**config.mk**
```make
export PLATFORM = sky130hd
export DESIGN_NAME = dp_ram_host_sequencer
export DESIGN_NICKNAME = d
export VERILOG_FILES = /design/src/rtl/dp_ram_host_sequencer.sv
export SDC_FILE = /design/constraint.sdc
export NUM_CORES = 1
export LEC_CHECK = 0
export CORE_MARGIN = 2
export CORE_UTILIZATION = 35
export CTS_BUF_LIST = sky130_fd_sc_hd__clkbuf_16
export CTS_CLUSTER_DIAMETER = 80
export DETAILED_ROUTE_END_ITERATION = 6
export PLACE_DENSITY = 0.9
export RECOVER_POWER = 50
export SYNTH_ARGS = -nofsm -noshare
export SYNTH_HDL_FRONTEND = slang
export SYNTH_SLANG_ARGS = --single-unit
```
**constraint.sdc**
```tcl
create_clock -name CLK -period 2.9 [get_ports CLK]
set_clock_uncertainty 0.15 [all_clocks]
set_input_delay 0.435 -clock CLK [delete_from_list [all_inputs] [get_ports CLK]]
set_output_delay 0.435 -clock CLK [all_outputs]
set_load 0.02 [all_outputs]
```
**src/rtl/dp_ram_host_sequencer.sv**
```systemverilog
// Host-side initiator for the mailbox multiply protocol.
// Writes {B,A} to DATA_IN, kicks CONTROL, polls STATUS, reads DATA_OUT,
// clears CONTROL and waits for STATUS to drop before flagging the result.
// Optional status-poll watchdog is enabled by defining HOST_TIMEOUT_EN.
module dp_ram_host_sequencer #(
  parameter int unsigned TIMEOUT_CYCLES = 1024
) (
  input  logic        CLK,
  input  logic        rst,
  input  logic        start,
  input  logic [3:0]  a_in,
  input  logic [3:0]  b_in,
  output logic [3:0]  ADDR,
  output logic        WRITE_F,
  output logic [31:0] WRITE_DATA,
  input  logic [31:0] READ_DATA,
  output logic [3:0]  BYTE_ENABLE,
  output logic [7:0]  result,
  output logic        result_valid,
  output logic        busy,
  output logic        timeout_err,
  output logic [3:0]  state_o
);

  localparam logic [3:0] ADDR_CONTROL  = 4'h0;
  localparam logic [3:0] ADDR_DATA_IN  = 4'h1;
  localparam logic [3:0] ADDR_DATA_OUT = 4'h2;
  localparam logic [3:0] ADDR_STATUS   = 4'h3;

  typedef enum logic [3:0] {
    IDLE      = 4'd0,
    WR_DATA   = 4'd1,
    WR_CTRL   = 4'd2,
    POLL_ADDR = 4'd3,
    POLL_CHK  = 4'd4,
    RD_ADDR   = 4'd5,
    RD_CAP    = 4'd6,
    CLR_CTRL  = 4'd7,
    CLR_ADDR  = 4'd8,
    CLR_CHK   = 4'd9,
    DONE      = 4'd10
  } state_t;

  state_t     state_q, state_d;
  logic [3:0] a_q, a_d;
  logic [3:0] b_q, b_d;
  logic [7:0] result_q, result_d;
  logic       wd_expired;
  logic       aborted;
  logic       unused_bits;

`ifdef HOST_TIMEOUT_EN
  localparam int unsigned WD_W = $clog2(TIMEOUT_CYCLES + 1);

  logic [WD_W-1:0] wd_q, wd_d;
  logic            timeout_q, timeout_d;
  logic            in_poll_loop;

  // The counter is held at zero outside the two poll loops, so it restarts
  // on every loop entry; the two loops are never adjacent.
  assign in_poll_loop = (state_q == POLL_ADDR) || (state_q == POLL_CHK) ||
                        (state_q == CLR_ADDR)  || (state_q == CLR_CHK);
  assign wd_expired   = in_poll_loop && (wd_q == WD_W'(TIMEOUT_CYCLES - 1));
  assign aborted      = timeout_q;
  assign timeout_err  = timeout_q;
  assign unused_bits  = ^READ_DATA[31:8];

  // Watchdog count and abort-flag next state
  always_comb begin
    wd_d      = '0;
    timeout_d = timeout_q;
    if (in_poll_loop) begin
      wd_d = wd_q + 1'b1;
    end
    if ((state_q == IDLE) && start) begin
      timeout_d = 1'b0;
    end else if (wd_expired) begin
      timeout_d = 1'b1;
    end
  end

  // Watchdog registers
  always_ff @(posedge CLK or posedge rst) begin
    if (rst) begin
      wd_q      <= '0;
      timeout_q <= 1'b0;
    end else begin
      wd_q      <= wd_d;
      timeout_q <= timeout_d;
    end
  end
`else
  assign wd_expired  = 1'b0;
  assign aborted     = 1'b0;
  assign timeout_err = 1'b0;
  assign unused_bits = ^{READ_DATA[31:8], (TIMEOUT_CYCLES != 0)};
`endif

  // Next-state, operand latch and result capture
  always_comb begin
    state_d  = state_q;
    a_d      = a_q;
    b_d      = b_q;
    result_d = result_q;
    case (state_q)
      IDLE: begin
        if (start) begin
          a_d     = a_in;
          b_d     = b_in;
          state_d = WR_DATA;
        end
      end
      WR_DATA:   state_d = WR_CTRL;
      WR_CTRL:   state_d = POLL_ADDR;
      POLL_ADDR: state_d = wd_expired ? CLR_CTRL : POLL_CHK;
      POLL_CHK: begin
        if (wd_expired)        state_d = CLR_CTRL;
        else if (READ_DATA[0]) state_d = RD_ADDR;
        else                   state_d = POLL_ADDR;
      end
      RD_ADDR:   state_d = RD_CAP;
      RD_CAP: begin
        result_d = READ_DATA[7:0];
        state_d  = CLR_CTRL;
      end
      CLR_CTRL:  state_d = CLR_ADDR;
      CLR_ADDR:  state_d = wd_expired ? IDLE : CLR_CHK;
      CLR_CHK: begin
        // An aborted transaction drains the clear handshake silently.
        if (wd_expired)         state_d = IDLE;
        else if (!READ_DATA[0]) state_d = aborted ? IDLE : DONE;
        else                    state_d = CLR_ADDR;
      end
      DONE:      state_d = IDLE;
      default:   state_d = IDLE;
    endcase
  end

  // State, operand and result registers
  always_ff @(posedge CLK or posedge rst) begin
    if (rst) begin
      state_q  <= IDLE;
      a_q      <= '0;
      b_q      <= '0;
      result_q <= '0;
    end else begin
      state_q  <= state_d;
      a_q      <= a_d;
      b_q      <= b_d;
      result_q <= result_d;
    end
  end

  // Moore bus decode from the current state
  always_comb begin
    ADDR       = '0;
    WRITE_F    = 1'b0;
    WRITE_DATA = '0;
    case (state_q)
      IDLE:      ADDR = ADDR_CONTROL;
      WR_DATA: begin
        ADDR       = ADDR_DATA_IN;
        WRITE_F    = 1'b1;
        WRITE_DATA = {24'h0, b_q, a_q};
      end
      WR_CTRL: begin
        ADDR       = ADDR_CONTROL;
        WRITE_F    = 1'b1;
        WRITE_DATA = 32'h1;
      end
      POLL_ADDR: ADDR = ADDR_STATUS;
      POLL_CHK:  ADDR = ADDR_STATUS;
      RD_ADDR:   ADDR = ADDR_DATA_OUT;
      RD_CAP:    ADDR = ADDR_DATA_OUT;
      CLR_CTRL: begin
        ADDR       = ADDR_CONTROL;
        WRITE_F    = 1'b1;
        WRITE_DATA = '0;
      end
      CLR_ADDR:  ADDR = ADDR_STATUS;
      CLR_CHK:   ADDR = ADDR_STATUS;
      default:   ADDR = '0;
    endcase
  end

  assign BYTE_ENABLE  = 4'hF;
  assign result       = result_q;
  assign result_valid = (state_q == DONE);
  assign busy         = (state_q != IDLE);
  assign state_o      = state_q;

endmodule

```
==> results of run 1 <==
==> path summary, 6_finish.rpt <==
path	depth (start not counted)	slack [ns]	end
setup / recovery	5	0.21	WRITE_DATA[1]
hold / removal	1	0.34	b_q[2]
setup reg to reg	3	1.02	result[5]
hold reg to reg	1	0.34	b_q[2]
max in group asynchronous	2	1.51	state_o[1]
min in group asynchronous	2	0.61	result[3]
==> state kept, by name (all words and copies together) (netlist names) <==
register  count
b_q           4
state_o       4
a_q           4
result        8
==> worst max-delay path, cell delays in order (launching register included) <==
cell and delay (ns):
dfrtp_1 0.62, nand2b_1 0.16, nor3_1 0.17, buf_4 0.17
and2_1 0.12, clkdlybuf4s50_1 0.60
==> metrics by stage <==
step                instance area (um2)  power [mW]  hold slack (ns)
global route                       1680        2.12            0.368
finish                             1680        1.99            0.343
global placement                   1580        1.61            0.329
floorplan                          1330        1.23            0.249
CTS                                1680        2.02            0.348
detailed placement                 1580        1.63            0.335
==> cell usage in the layout, fill, tap and decap left out, drive strengths merged, types with 2 or more instances in the layout <==
cell,count
inv,2
a21oi,3
buf,2
clkbuf,3
nor2,5
conb,31
nand2b,3
xnor2,2
o22ai,3
dfrtp,20
nor3,5
clkdlybuf4s50,41
nand2,3
nor2b,3
mux2,16
dlygate4sd3,2
and2,7
==> synthesized netlist by cell type <==
library cell / number
o21ai_0: 1
nand2_1: 3
dfrtp_1: 20
nor3_1: 4
mux2_2: 16
a21oi_1: 3
a211oi_1: 1
o21a_1: 1
xnor2_1: 2
and2_1: 7
inv_1: 2
a21boi_0: 1
mux2i_1: 1
o31a_1: 1
nor2_1: 5
nor4_1: 1
nor3_4: 1
buf_4: 31
conb_1: 2
buf_1: 1
buf_2: 3
nand2b_1: 3
o22ai_1: 3
nand3_2: 1
nand3b_1: 1
nor2b_1: 3
==> per-layer routing <==
layer  track usage, %  vias up  part of all wire [%]
met1             13.6      395                    43
met3             2.70        2                   6.4
met2             19.0       36                    50
met5                0        -                     0
met4             5.00        0                  0.66
li1                 -      418                     -
==> cell families after synthesis <==
kind of cell	count (synthesis)
AOI/OAI and AO/OA	11
xor gates and xnor gates	2
buffers and inverters	37
DFF	20
muxes	17
other	2
and+or+nand+nor	29
==> area by class of cell <==
class | instances | area (um2) | share of cell area [%]
clock buffer | 3 | 75.1 | 4.48
inverter | 2 | 7.51 | 0.448
multi-input combinational | 90 | 561 | 33.4
tap | 46 | 57.6 | 3.43
sequential | 20 | 500 | 29.9
clock inverter | 1 | 30.0 | 1.79
timing repair buffer | 45 | 445 | 26.6
==> where the power goes <==
part | switching [mW] | internal (mW) | leakage, nW
clock | 0.0998 | 0.274 | 0.0511
combinational | 0.496 | 0.550 | 0.437
sequential | 0.147 | 0.420 | 0.240
total | 0.743 | 1.24 | 0.729
==> results.tsv, run 1 <==
metric	value	unit
TritonRoute pass-1 iters	3	
PostCTS Resize Cnt	0	
Pleak	0.729	nW
Rows	21	
number of global-route vias before repair	781	
placed cells	203	
die boundary width	62.9	um
yosys warns	0	
Post-Syn Area	0.00122	mm2
clk root buf	clkbuf_16	
Total GRT Usage	11.3	%
# hold bufs at CTS	0	
grt ovf	0	
largest family of logic cells by synthesized area	buffers and inverters	
Layout fillers	323	
CTS H-tree depth	1	
Die H	62.9	um
maximum VDD drop	0.585	mV
placer congestion estimate	0.762	
syn_area_per_cell	10.3	um2
DP Wirelength	1640	um
synthesized flop and latch total	20	
Netlist cell types	26	
Slew HR	49.5	%
TritonCTS clock tree	yes	
Worst Path Arrival	2.10	ns
IO Pins	99	
post-synthesis sequential area ratio	41.2	%
diode count	0	
routed len/inst	10.3	um
WP data required	2.32	ns
Core Util, Final	50.2	%
post-synthesis simple-gate area fraction	14.1	%
Period minus WS final	2.69	ns
RSZ-0062 raised after global routing	no	
Final Non-Filler Cells	207	
drt drc	0	
DRT iter0 DRCs	47	
DR vias/cell	4.11	
DIE AREA	0.00396	mm2
Final Hold Fails	0	
CTS clk-pin slew, worst paths	0.06	ns
Tcrit/Tclk final	92.7	%
initial antenna violation count	0	
Crit Path Category	flip-flop to output port	
Final Worst Setup Slack	0.211	ns
clock buffer depth	2	
Initial Util	36.4	%
final setup vio count	0	
measured slew at the worst slew-check pin	0.757	ns
area leader, netlist	dfrtp_1	
Sum Neg Setup Slack	0	ns
global-route wire length before repair	3530	um
adder-cell area share of the yosys netlist	0	%
Synth Area in Compound Gates	5.76	%
Final Max Slew Viols	0	
Post-CTS Setup Repair Bufs	0	
NumNets Final	205	
top cell type's share of synthesized area	41.2	%
clock sink total	20	
Setup crit start	state_o[0]	
largest net degree at the start of global routing	21	
HP Start	b_q[2]	
Syn-to-layout area delta	37.9	%
via count	851	
worst-path fanout max	13	
power per cell area	1180	mW/mm2
outcome	complete, no violations	
CTS Buf Count	3	
CP Launch Type	flip-flop	
total wire length	2140	um
floorplan core area	0.00334	mm2
Post-Place Worst Slack	0.482	ns
Detail Route Antenna Nets	0	
share of post-route cells with drive strength above 1	14.3	%
FMAX	0.372	GHz
IO buf count	43	
Syn Inst Count	118	
Max-Cap Viols	0	
clk_lat worst skew	0.25	ns
Min-Delay Path Class	flip-flop to flip-flop	
top cells by area, synth	dfrtp_1 (41%), buf_4 (19%), mux2_2 (15%)	
post-synthesis mux area share	15.6	%
reg2reg start	state_o[2]	
Critical Path End Type	output port	
Post-Synth XOR/XNOR Area	1.44	%
Power figures use the tool's default switching activity.
==> run 2: changes to the inputs <==
Settings changed: ABC_CLOCK_PERIOD_IN_PS set to 2900.
==> results of run 2 <==
The final DEF is identical to that of run 1; final timing and power are the same.
==> run 3: changes to the inputs <==
Settings changed: CORE_MARGIN 2 to 4.
==> run 3 against run 2 <==
Power is 0.27% higher. Count of clock-buffer cells in the layout stayed put. Core utilization stayed put. Clock power hardly changed. Critical endpoint is now WRITE_DATA[2].
==> results.tsv, run 3 (synthesis gave the netlist of run 1 again) <==
metric	value	unit
CTS clk-pin slew, worst paths	0.06	ns
placer congestion estimate	0.771	
Pleak	0.729	nW
Die H	66.9	um
maximum VDD drop	0.558	mV
FMAX	0.380	GHz
flop2flop setup slack	1.02	ns
routed len/inst	11.1	um
TritonCTS clock tree	yes	
CTS Buf Count	3	
measured slew at the worst slew-check pin	0.766	ns
Hold Path Stages	1	
Core Util, Final	50.2	%
largest net degree at the start of global routing	21	
Detail Route Antenna Nets	0	
NumNets Final	205	
DR vias/cell	4.18	
DIE AREA	0.00448	mm2
Post-Layout Inst Area	0.00168	mm2
CP Launch Type	flip-flop	
Tcrit/Tclk final	90.8	%
Placed Area	0.00158	mm2
Initial Util	36.4	%
Crit Path Category	flip-flop to output port	
Min-Delay Path Class	flip-flop to flip-flop	
Post-Place Worst Slack	0.519	ns
floorplan core area	0.00334	mm2
share of post-route cells with drive strength above 1	14.3	%
# hold bufs at CTS	0	
commonest non-fill, non-tap cell in the layout	clkdlybuf4s50_1	
clk_lat worst skew	0.25	ns
Post-CTS Setup Repair Bufs	0	
Clock power frac	18.9	%
WP data required	2.32	ns
Period minus WS final	2.63	ns
Critical Path End Type	output port	
clk root buf	clkbuf_16	
outcome	complete, no violations	
Rows	21	
TritonRoute pass-1 iters	4	
global-route wire length before repair	3620	um
PostCTS Resize Cnt	0	
diode count	0	
sequential power share	28.1	%
max FFs per register	8	
drt drc	0	
die boundary width	66.9	um
Sw Pwr	748	uW
via count	866	
RSZ-0062 raised after global routing	no	
initial antenna violation count	0	
final setup vio count	0	
Final Hold Fails	0	
Final Max Slew Viols	0	
Final Worst Setup Slack	0.267	ns
IO buf count	43	
CP max stage delay	0.60	ns
clock sink total	20	
logic gate share of total power	53.1	%
Pint	1.24	mW
total wire length	2300	um
worst-path fanout max	13	
CTS H-tree depth	1	
Max-Cap Viols	0	
Total GRT Usage	10.8	%
Slew HR	48.9	%
clock buffer depth	2	
DRT iter0 DRCs	41	
Worst Path Arrival	2.05	ns
CP cell instances	nand2b_1, nor3_1, buf_4, and2_1, clkdlybuf4s50_1	
Syn-to-layout area delta	37.9	%
number of global-route vias before repair	828	
IO Pins	99	
Layout fillers	325	
most frequent cells in the layout	clkdlybuf4s50_1 (41), conb_1 (31), dfrtp_1 (20)	
power per cell area	1190	mW/mm2
Sum Neg Setup Slack	0	ns
grt ovf	0	
DP Wirelength	1800	um
sw frac	37.6	%
worst reg2reg path depth	3	
Critical-path top delay cell	clkdlybuf4s50_1	
## run 3: layout make-up
type / count / area [um2] / share of cell area (%)
multi-input cells: 90 / 561 / 33.4
well taps: 46 / 57.6 / 3.43
clock buffers: 3 / 75.1 / 4.48
flip-flops and latches: 20 / 500 / 29.9
repair buffers: 45 / 445 / 26.6
inverters: 2 / 7.51 / 0.448
clock inverters: 1 / 30.0 / 1.79
## run 3: final timing paths
path | startpoint | to
max | state_o[0] | WRITE_DATA[2]
min | a_q[3] | a_q[3]
max reg2reg | state_o[2] | result[2]
min reg2reg | a_q[3] | a_q[3]
max in group asynchronous | rst | state_o[1]
min in group asynchronous | rst | result[3]
## run 3: power groups by stage
stage / Combinational [mW] / Sequential (mW) / Clock [mW]
floorplan: 0.627 / 0.601 / 0
global placement: 1.06 / 0.561 / 0
detailed placement: 1.07 / 0.568 / 0
CTS: 1.08 / 0.562 / 0.384
global route: 1.14 / 0.594 / 0.406
finish: 1.06 / 0.559 / 0.376
## run 3: critical path: cells and delay by family (launching register included)
family	cells	cell delay (ns)
buffers and inverters	2	0.77
AND/OR/NAND/NOR	3	0.43
flip-flops	1	0.59
## run 3: routing by layer
layer	GRT usage, %	vias to the layer above	share of wire, %
li1	-	418	-
met5	0	-	0
met4	4.56	0	1.0
met2	17.3	44	47
met1	12.4	400	40
met3	4.55	4	11
## run 3: stage by stage
stage	power (mW)	hold slack, ns	cells
CTS	2.02	0.348	207
detailed placement	1.64	0.335	203
floorplan	1.23	0.249	147
global placement	1.62	0.328	203
global route	2.14	0.366	207
finish	1.99	0.347	207
